File: src/rtl/trace_pkg.sv
// Shared types and constants for the commit trace capture block.
// Covers the record layout, the serializer states and the drop counter limit.
package trace_pkg;

    localparam int          RECORD_W     = 96;
    localparam int          RECORD_BYTES = 12;
    localparam logic [15:0] DROP_MAX     = 16'hFFFF;

    typedef enum logic {
        IDLE,
        SEND
    } ser_state_e;

    // Field order sets the byte order on the wire: timestamp MSB goes out first.
    typedef struct packed {
        logic [31:0] timestamp;
        logic [31:0] instruction;
        logic [31:0] result;
    } trace_rec_t;

endpackage

File: src/rtl/commit_trace_capture_if.sv
// Byte-stream valid/ready port carrying serialized trace records.
// The producer uses master and the consumer uses slave.
interface commit_trace_capture_if;

    logic [7:0] trace_data;
    logic       trace_valid;
    logic       trace_ready;

    modport master (output trace_data, output trace_valid, input trace_ready);
    modport slave  (input trace_data, input trace_valid, output trace_ready);

endinterface

File: src/rtl/trace_fifo.sv
// Synchronous record FIFO with show-ahead read data and a registered occupancy count.
// A write is accepted when full only if a read happens in the same cycle.
module trace_fifo
    import trace_pkg::*;
#(
    parameter int DEPTH = 16
) (
    input  logic                       clk,
    input  logic                       reset,
    input  logic                       wr_en,
    input  logic [RECORD_W-1:0]        wr_data,
    input  logic                       rd_en,
    output logic [RECORD_W-1:0]        rd_data,
    output logic                       empty,
    output logic                       full,
    output logic [$clog2(DEPTH):0]     count
);

    localparam int AW = $clog2(DEPTH);

    logic [RECORD_W-1:0] mem_q [DEPTH];
    logic [AW:0]         wr_ptr_q, wr_ptr_d;
    logic [AW:0]         rd_ptr_q, rd_ptr_d;
    logic [AW:0]         count_q, count_d;
    logic                do_wr, do_rd;

    assign empty   = (count_q == '0);
    assign full    = (count_q == (AW+1)'(DEPTH));
    assign count   = count_q;
    assign rd_data = mem_q[rd_ptr_q[AW-1:0]];

    assign do_rd = rd_en && !empty;
    assign do_wr = wr_en && (!full || do_rd);

    // NOTE: every always_comb output gets a default first so no path can infer a latch.
    always_comb begin
        wr_ptr_d = wr_ptr_q;
        rd_ptr_d = rd_ptr_q;
        count_d  = count_q;
        if (do_wr) wr_ptr_d = wr_ptr_q + (AW+1)'(1);
        if (do_rd) rd_ptr_d = rd_ptr_q + (AW+1)'(1);
        case ({do_wr, do_rd})
            2'b10:   count_d = count_q + (AW+1)'(1);
            2'b01:   count_d = count_q - (AW+1)'(1);
            default: count_d = count_q;
        endcase
    end

    // NOTE: storage is not reset; the pointers alone decide which entries are valid.
    always_ff @(posedge clk) begin
        if (do_wr) mem_q[wr_ptr_q[AW-1:0]] <= wr_data;
    end

    always_ff @(posedge clk or posedge reset) begin
        if (reset) begin
            wr_ptr_q <= '0;
            rd_ptr_q <= '0;
            count_q  <= '0;
        end else begin
            wr_ptr_q <= wr_ptr_d;
            rd_ptr_q <= rd_ptr_d;
            count_q  <= count_d;
        end
    end

endmodule

File: src/rtl/commit_trace_capture.sv
// Logs every change of the processor instruction/result buses as a timestamped
// 96-bit record, buffers it and streams it out MSB-first as bytes.
module commit_trace_capture
    import trace_pkg::*;
#(
    parameter int DEPTH = 16
) (
    input  logic                       clk,
    input  logic                       reset,
    input  logic [31:0]                instruction,
    input  logic [31:0]                result,
    input  logic                       capture_en,
    commit_trace_capture_if.master     trace,
    output logic [$clog2(DEPTH):0]     fifo_level,
    output logic [15:0]                drop_count
);

    logic [31:0]         ts_q, ts_d;
    logic                first_q, first_d;
    logic [63:0]         base_q, base_d;
    logic [15:0]         drop_q, drop_d;
    ser_state_e          state_q, state_d;
    logic [RECORD_W-1:0] shift_q, shift_d;
    logic [3:0]          idx_q, idx_d;

    logic                capture, push, pop;
    logic                fifo_empty, fifo_full;
    logic [RECORD_W-1:0] fifo_rd_data;
    trace_rec_t          new_rec;

    assign new_rec = '{timestamp: ts_q, instruction: instruction, result: result};
    assign capture = capture_en && (first_q || ({instruction, result} != base_q));
    assign pop     = (state_q == IDLE) && !fifo_empty;
    assign push    = capture && (!fifo_full || pop);

    trace_fifo #(.DEPTH(DEPTH)) u_fifo (
        .clk     (clk),
        .reset   (reset),
        .wr_en   (push),
        .wr_data (new_rec),
        .rd_en   (pop),
        .rd_data (fifo_rd_data),
        .empty   (fifo_empty),
        .full    (fifo_full),
        .count   (fifo_level)
    );

    // A dropped record still moves the baseline so the same pair is not retried.
    always_comb begin
        ts_d    = ts_q + 32'd1;
        first_d = first_q;
        base_d  = base_q;
        drop_d  = drop_q;
        if (capture) begin
            first_d = 1'b0;
            base_d  = {instruction, result};
            if (!push && (drop_q != DROP_MAX)) drop_d = drop_q + 16'd1;
        end
    end

    // Bytes leave from the top of the shift register; zeros shifted in leave
    // trace_data at 0 once a record has fully gone out.
    always_comb begin
        state_d = state_q;
        shift_d = shift_q;
        idx_d   = idx_q;
        case (state_q)
            IDLE: begin
                if (!fifo_empty) begin
                    state_d = SEND;
                    shift_d = fifo_rd_data;
                    idx_d   = '0;
                end
            end
            SEND: begin
                if (trace.trace_ready) begin
                    shift_d = {shift_q[RECORD_W-9:0], 8'h00};
                    if (idx_q == 4'(RECORD_BYTES - 1)) begin
                        state_d = IDLE;
                        idx_d   = '0;
                    end else begin
                        idx_d = idx_q + 4'd1;
                    end
                end
            end
        endcase
    end

    always_ff @(posedge clk or posedge reset) begin
        if (reset) begin
            ts_q    <= '0;
            first_q <= 1'b1;
            base_q  <= '0;
            drop_q  <= '0;
            state_q <= IDLE;
            shift_q <= '0;
            idx_q   <= '0;
        end else begin
            ts_q    <= ts_d;
            first_q <= first_d;
            base_q  <= base_d;
            drop_q  <= drop_d;
            state_q <= state_d;
            shift_q <= shift_d;
            idx_q   <= idx_d;
        end
    end

    assign trace.trace_valid = (state_q == SEND);
    assign trace.trace_data  = shift_q[RECORD_W-1 -: 8];
    assign drop_count        = drop_q;

endmodule
File: src/flat_wrapper.sv
// flat-port wrapper written by rule: the top's interface ports become plain ports
module commit_trace_capture_flat import trace_pkg::*;
#(
    parameter int DEPTH = 16
)
  (clk, reset, instruction, result, capture_en, fifo_level, drop_count, trace_trace_data, trace_trace_valid, trace_trace_ready);
  commit_trace_capture_if trace_i ();
  input  logic clk;
  input  logic reset;
  input  logic [31:0] instruction;
  input  logic [31:0] result;
  input  logic capture_en;
  output logic [$clog2(DEPTH):0] fifo_level;
  output logic [15:0] drop_count;
  output wire logic [$bits(trace_i.trace_data)-1:0] trace_trace_data;
  output wire logic [$bits(trace_i.trace_valid)-1:0] trace_trace_valid;
  input wire logic [$bits(trace_i.trace_ready)-1:0] trace_trace_ready;
  assign trace_trace_data = trace_i.trace_data;
  assign trace_trace_valid = trace_i.trace_valid;
  assign trace_i.trace_ready = trace_trace_ready;
  commit_trace_capture #(.DEPTH(DEPTH)) u_core (.clk(clk), .reset(reset), .instruction(instruction), .result(result), .capture_en(capture_en), .trace(trace_i), .fifo_level(fifo_level), .drop_count(drop_count));
endmodule
File: config.mk
export PLATFORM = sky130hd
export DESIGN_NAME = commit_trace_capture_flat
export DESIGN_NICKNAME = d
export VERILOG_FILES = /design/src/rtl/trace_pkg.sv /design/src/rtl/commit_trace_capture_if.sv /design/src/rtl/trace_fifo.sv /design/src/rtl/commit_trace_capture.sv /design/src/flat_wrapper.sv
export SDC_FILE = /design/constraint.sdc
export NUM_CORES = 2
export LEC_CHECK = 0
export BUFFER_PORTS_ARGS = -buffer_cell sky130_fd_sc_hd__buf_2
export CAP_MARGIN = 20
export CORE_UTILIZATION = 35
export CTS_CLUSTER_DIAMETER = 120
export DETAILED_ROUTE_END_ITERATION = 6
export MAX_ROUTING_LAYER = met4
export PLACE_DENSITY = 0.45
export SYNTH_ARGS = -nofsm -noshare
export SYNTH_HDL_FRONTEND = slang
export SYNTH_HIERARCHICAL = 1
export SYNTH_SLANG_ARGS = --single-unit
File: constraint.sdc
create_clock -name clk -period 21.6 [get_ports clk]
set_input_delay 3.24 -clock clk [delete_from_list [all_inputs] [get_ports clk]]
set_output_delay 3.24 -clock clk [all_outputs]
set_load 0.05 [all_outputs]
# Word-level counts from Yosys, hierarchy flattened
# Memories as Yosys holds them, arrays and structs flattened.
# Cells that the tools add are included.
[totals]
regBits = 229
mem_bits_rw = 1536
in_bits = 68
out_inout_bits = 30
word_cells = 57
mem_count = 1
[op_classes]
add_sub_neg = 7
eq_ne = 8
muxes = 14
bitwise_logic = 1
n_reduce_logical = 16
[mem_list]
columns = ["memory", "words", "width", "rd", "rd_clocked_by_memory_dff", "write_ports", "line", "text"]
rows = [
  ["u_core.u_fifo.mem_q", 16, 96, 1, 0, 1, "trace_fifo.sv:21", "logic [RECORD_W-1:0] mem_q [DEPTH];"],
]
[ops]
columns = ["operator", "count"]
rows = [
  ["2-to-1 mux 96 bit", 2],
  ["case mux 96 bit (2 select lines)", 1],
  ["inequality test 64 bit", 1],
  ["adder 32 x 1 -> 32 bit, second input constant", 1],
  ["adder 16 x 1 -> 16 bit, second input constant", 1],
  ["inequality test 16 bit, second input constant", 1],
  ["adder 5 x 1 -> 5 bit, second input constant", 3],
  ["2-to-1 mux 4 bit", 3],
  ["case mux 5 bit (2 select lines)", 1],
  ["case mux 4 bit (2 select lines)", 1],
  ["logical AND 1 bit", 6],
  ["equality test 5 bit, second input constant", 1],
  ["logical NOT 5 bit", 1],
  ["2-to-1 mux 1 bit", 5],
  ["subtractor 5 x 1 -> 5 bit, second input constant", 1],
  ["adder 4 x 1 -> 4 bit, second input constant", 1],
  ["equality test 4 bit, second input constant", 1],
  ["inequality test 2 bit, second input constant", 2],
  ["AND reduction 2 bit", 2],
  ["logical NOT 1 bit", 3],
  ["logical OR 1 bit", 3],
  ["equality test 2 x 1 -> 1 bit, second input constant", 1],
  ["equality test 2 bit, second input constant", 1],
  ["case mux 1 bit (2 select lines)", 1],
  ["other kinds (2)", 2],
]

# Depth between registers and ports, before layout
[logic_depth]
depth_word = 8
ltp_mapped = 18
depth_no_buf = 15

# By module
# Netlist, hierarchy kept.
[by_module_without_submodules]
columns = ["module", "instances", "cells_per_inst", "area_each_um2", "seq_area_each_um2"]
rows = [
  ["trace_fifo", 1, 2441, 58208.3, 46449.5],
  ["commit_trace_capture", 1, 860, 9987.1, 5356.4],
]

# Least setup slack after synthesis
# Ideal clock, no wire load.
[synth_timing]
path_kind = "in2reg"
from = "input result[25]"
to = "memory u_core.u_fifo.mem_q[0][0], enable pin"
setup_time_ns = 0.465
arrival_time_ns = 7.474
required_ns = 21.135
setup_slack_ns = 13.660
stages = 13
n_path_buf = 4
path_cell_list = "xor2_1 > nor4_1 > nand4_1 > nor3_1 > and3_1 > buf_4 > nor2b_2 > buf_6 > buf_6 > nor2b_1 > buf_1 > nor4b_1 > and2_1"
[synth_via]
elab_chain_len = 7
[synth_rtl]
columns = ["element", "line", "text"]
rows = [
  ["start, declared", "flat_wrapper.sv:11", "input logic [31:0] result;"],
  ["inequality test 64 bit", "commit_trace_capture.sv:32", "assign capture = capture_en && (first_q || ({instruction, result} != base_q));"],
  ["logical OR 1 bit", "commit_trace_capture.sv:32", ""],
  ["logical AND 1 bit", "commit_trace_capture.sv:32", ""],
  ["logical AND 1 bit", "commit_trace_capture.sv:34", "assign push = capture && (!fifo_full || pop);"],
  ["named net u_core.push", "commit_trace_capture.sv:26", "logic capture, push, pop;"],
  ["logical AND 1 bit", "trace_fifo.sv:33", "assign do_wr = wr_en && (!full || do_rd);"],
  ["2-to-1 mux 1 bit", "trace_fifo.sv:51", "if (do_wr) mem_q[wr_ptr_q[AW-1:0]] <= wr_data;"],
  ["2-to-1 mux 1 bit (implied by the code)", "trace_fifo.sv:51", ""],
  ["end, declared", "trace_fifo.sv:21", ""],
]
# The timed path passes the listed nets, and every way through them passes these cells.

# Final worst setup path
[layout_timing]
from = "input instruction[18]"
to = "memory u_core.u_fifo.mem_q[14][94], enable pin"
[layout_via]
elab_chain_len = 7
[layout_rtl]
columns = ["element", "line", "text"]
rows = [
  ["start, declared", "flat_wrapper.sv:10", "input logic [31:0] instruction;"],
  ["inequality test 64 bit", "commit_trace_capture.sv:32", ""],
  ["logical OR 1 bit", "commit_trace_capture.sv:32", ""],
  ["logical AND 1 bit", "commit_trace_capture.sv:32", ""],
  ["logical AND 1 bit", "commit_trace_capture.sv:34", ""],
  ["named net u_core.push", "commit_trace_capture.sv:26", ""],
  ["logical AND 1 bit", "trace_fifo.sv:33", ""],
  ["2-to-1 mux 1 bit", "trace_fifo.sv:51", ""],
  ["2-to-1 mux 1 bit (implied by the code)", "trace_fifo.sv:51", ""],
]
# The timed path passes the listed nets, and every way through them passes these cells.

==> results_tabular.tex <==
\begin{tabular}{lr}
\hline
Metric & Value \\
\hline
\multicolumn{2}{l}{\textbf{Outcome}} \\
Result of the run & complete, no violations \\
\multicolumn{2}{l}{\textbf{Power and ir drop}} \\
VDD IR max & 0.0000839 V \\
Leak & 26.7 nW \\
Power density of the placed cells & 116 nW/µm² \\
\multicolumn{2}{l}{\textbf{Critical path}} \\
Arrival time of data at the critical path endpoint & 8.67 ns \\
Kind of cell with the highest combined delay on the critical path & simple AND/OR/NAND/NOR gates \\
Largest fanout on the critical path & 49 \\
Data required time at the worst endpoint & 22.02 ns \\
Category of the worst setup path launch point & primary input \\
Top cell by count, worst path & buf\_4 \\
Kind of end point of the critical path & flop \\
Critical path buffer and inverter count & 4 \\
Crit path max-delay cell type & buf\_4 \\
Crit path largest cell delay & 0.94 ns \\
Cell-by-cell listing of the critical path & buf\_2 -> xor2\_1 -> nor4\_1 -> nand4\_1 -> nor3\_1 -> and3\_1 -> buf\_4 -> nor2b\_4 -> nor2b\_1 -> nand2\_1 -> nor3b\_1 -> and2\_4 -> buf\_4 -> buf\_4 \\
Start-to-end type of the worst setup path & in -> reg \\
\multicolumn{2}{l}{\textbf{Die}} \\
Initial core utilization & 35.3\% \\
Core area & 193000 µm² \\
IO Count & 98 \\
Y dimension of the die & 443 µm \\
X dimension of the die & 443 µm \\
Die area & 197000 µm² \\
Count of standard-cell rows & 161 \\
\multicolumn{2}{l}{\textbf{Global routing}} \\
GR met3 Demand/Resource & 3.30\% \\
Number of global-route vias before repair & 35200 \\
Global-route total usage across every layer & 19.0\% \\
Met1 track utilization from global routing & 24.0\% \\
Antenna violations before repair & 29 \\
First-pass GRT wire length & 258 mm \\
Global-route track usage on met2 & 31.2\% \\
Pin count of the biggest net entering global routing & 177 \\
Overflow after GRT & 0 \\
Layer with the highest usage after global routing & met2 \\
\multicolumn{2}{l}{\textbf{Clocking}} \\
Cts-stage hold buffer count & 0 \\
Latest clock arrival within the worst-skew pair & 0.83 ns \\
Post-CTS repair timing setup buffer count & 0 \\
H-tree levels & 4 \\
Sinks on the clock net & 1763 \\
Total of cells resized after clock tree synthesis & 0 \\
Root Buffer & clkbuf\_16 \\
TritonCTS clock tree & built \\
Clk buf depth & 3 \\
CTS buffer count & 189 \\
Clock slew at reported path FFs & 0.06 ns \\
\multicolumn{2}{l}{\textbf{Cells and area}} \\
Area growth syn-to-layout & 14.4\% \\
Share of final-layout standard cells stronger than drive strength 1 & 25.6\% \\
Non-filler cells, final & 6179 \\
Layout Nets & 3549 \\
\multicolumn{2}{l}{\textbf{Yosys}} \\
Net count after synthesis & 3381 \\
FF+latch count, synth & 1763 \\
Mapped Area & 68200 µm² \\
Post-synth top flop & edfxtp\_1 \\
Top area cells in the synthesized netlist & edfxtp\_1 (68\%), mux4\_2 (13\%), dfrtp\_1 (8.3\%) \\
Post-synth EDFFs & 1536 \\
Area share of the largest cell type after synthesis & 67.6\% \\
Count of yosys warnings during synthesis & 6 \\
Syn\_area\_per\_cell & 20.7 µm² \\
Leading area contributor after synthesis & edfxtp\_1 \\
Post-synth ARST share & 12.9\% \\
Number of instances in the synthesized netlist & 3301 \\
Synth unique cells & 56 \\
Sequential area share after synthesis & 76.0\% \\
\multicolumn{2}{l}{\textbf{Placement}} \\
Number of port buffers & 97 \\
RePlAce Congestion & 0.768 \\
Count of placed standard cells including taps & 5804 \\
HPWL after detailed placement & 96.0 mm \\
\multicolumn{2}{l}{\textbf{Timing}} \\
Total negative setup slack & 0 ns \\
Maximum clock frequency & 121 MHz \\
Post-route fraction of the period consumed by the critical path & 38.2\% \\
Setup-failing EPs final & 0 \\
Setup repair after global routing missed its margin & no \\
Max-slew headroom & 26.6\% \\
Clock period minus final worst setup slack & 8.24 ns \\
Max Slew Vio Count & 0 \\
Number of hold-slack violations in the final timing report & 0 \\
Transition at the pin with the smallest max-transition slack & 1.10 ns \\
Worst setup skew after layout & 0.0555 ns \\
\multicolumn{2}{l}{\textbf{Hold path}} \\
Hold Path Class & reg -> reg \\
\multicolumn{2}{l}{\textbf{Route}} \\
Per-cell via count in the routed design & 5.29 \\
Post-detailed-route wirelength per cell & 29.0 µm \\
Drt first-iter violations & 2445 \\
Via total after detailed routing & 32700 \\
Remaining design rule violation count & 0 \\
Total Wirelength & 179 mm \\
Detailed Routing Iterations Pass 1 & 5 \\
Post-route antenna net violation count & 0 \\
\multicolumn{2}{l}{\textbf{Run}} \\
Max-capacitance violation count & 0 \\
\hline
\end{tabular}
-- per-stage QoR --
stage                     utilization (%)  setup slack (ns)  power (mW)  area [µm²]  hold WS (ns)
after floorplan                         -             12.51        5.39       68200         0.450
after global routing                 40.4             13.07        9.45       78000         0.500
after detailed placement             37.1             12.46        5.93       71700         0.465
after CTS                            40.4             13.33        9.23       78000         0.480
final                                40.4             13.36        9.08       78000         0.472
after global placement               37.1             12.42        5.90       71600         0.458
-- power by group --
part	total, mW	internal, mW	leakage, nW	switching [mW]
logic	1.63	0.687	6.22	0.944
registers	4.18	4.04	17.4	0.141
clock network	3.27	1.92	3.08	1.35
-- worst reg2reg max path, cell delays in order (launching register included) --
cell	delay (ns)
dfrtp_1	0.38
xor2_1	0.50
nor4_1	0.17
nand4_1	0.19
nor3_1	0.06
and3_1	0.24
buf_4	0.22
nor2b_4	0.14
nor2b_1	0.72
nand2_1	0.17
nor3b_1	0.49
and2_4	0.55
buf_4	0.61
buf_4	0.97
-- area by class of cell --
cell class / instances / area, µm²
antenna: 18 / 45.0
clock inverter: 112 / 1170
inverter: 21 / 86.3
multi-input combinational: 1334 / 15500
timing repair buffer: 160 / 1100
clock buffer: 245 / 5140
fill: 17000 / 115000
sequential: 1763 / 51800
tap: 2526 / 3160
-- registers in the layout, summed over array words and instances, names as in the netlist --
signal and flops:
u_core/shift_q 96, u_core/idx_q 4, u_core/drop_count 16, u_core/ts_q 32, u_core/u_fifo/rd_ptr_q 4, u_core/u_fifo/wr_ptr_q 4
u_core/first_q 1, u_core/trace.trace_valid 1, u_core/base_q 64, u_core/u_fifo/mem_q 1536, u_core/u_fifo/count 5
-- worst paths after layout --
path                                    start                     endpoint  slack (ns)  depth (start not counted)
max                           instruction[18]  u_core/u_fifo/mem_q[14][94]       13.36                         14
min                        u_core/shift_q[89]           u_core/shift_q[89]        0.47                          2
max reg2reg                 u_core/base_q[50]  u_core/u_fifo/mem_q[14][94]       15.73                         13
min reg2reg                u_core/shift_q[89]           u_core/shift_q[89]        0.47                          2
max in group asynchronous               reset           u_core/shift_q[67]       16.91                          4
min in group asynchronous               reset              u_core/idx_q[3]        2.51                          2
-- cell usage in the layout (no fill, tap or decap), drive strengths merged, types with 4 or more instances in the layout --
cell type | Yosys | final
and3 | 14 | 14
nor4 | 19 | 19
inv | 21 | 30
a22oi | 193 | 193
nand2 | 205 | 205
clkbuf | 88 | 245
mux2i | 91 | 91
a21oi | 5 | 5
mux4 | 384 | 384
clkinvlp | 0 | 12
nor2b | 7 | 7
nand3 | 28 | 28
diode | 0 | 18
clkinv | 0 | 71
nor2 | 16 | 16
ha | 11 | 11
nand2b | 8 | 8
bufinv | 0 | 20
dfrtp | 226 | 226
xnor2 | 56 | 56
buf | 95 | 160
nand4 | 15 | 15
and2 | 19 | 19
a22o | 8 | 8
xor2 | 54 | 54
or4 | 4 | 4
o21ai | 90 | 90
mux2 | 66 | 66
nor3 | 5 | 5
edfxtp | 1536 | 1536
-- cell families (layout without fill, tap and decap cells) --
logic type / after synthesis / count (layout) / share of synthesized area [%]
and+or+nand+nor: 353 / 353 / 2.44
muxes: 541 / 541 / 15.3
xor gates and xnor gates: 110 / 110 / 1.41
buffers and inverters: 204 / 538 / 1.45
adders and majority gates: 12 / 12 / 0.231
AOI/OAI and AO/OA: 318 / 318 / 3.19
other: 0 / 18 / 0
DFF: 1763 / 1763 / 76.0
-- cells in the mapped netlist (2+ instances only) --
cell type  number
a21oi_1         5
a22o_1          8
a22oi_1       193
a32o_1          3
and2_1         19
and3_1         14
and4_1          3
buf_1          26
buf_2          27
buf_4          34
buf_6           8
clkbuf_1       88
dfrtp_1       226
edfxtp_1     1536
ha_1           11
inv_1          21
mux2_2         29
mux2_4         37
mux2i_1        91
mux4_2        384
nand2_1       205
nand2b_1        8
nand3_1        28
nand3b_1        2
nand4_1        15
nor2_1         16
nor2b_1         6
nor3_1          5
nor3b_1         2
nor4_1         18
nor4b_1         2
o211ai_1        3
o21ai_0        89
o221ai_1        2
o22ai_1         3
o2bb2ai_1       2
o31ai_1         2
or4_1           4
xnor2_1        56
xor2_1         54
-- layer usage --
metal	vias up	routed length [µm]
met1	17800	75800
met3	273	8060
met4	0	4900
met2	739	90200
li1	13900	-
met5	-	0
(Power assumes the default switching activity.)
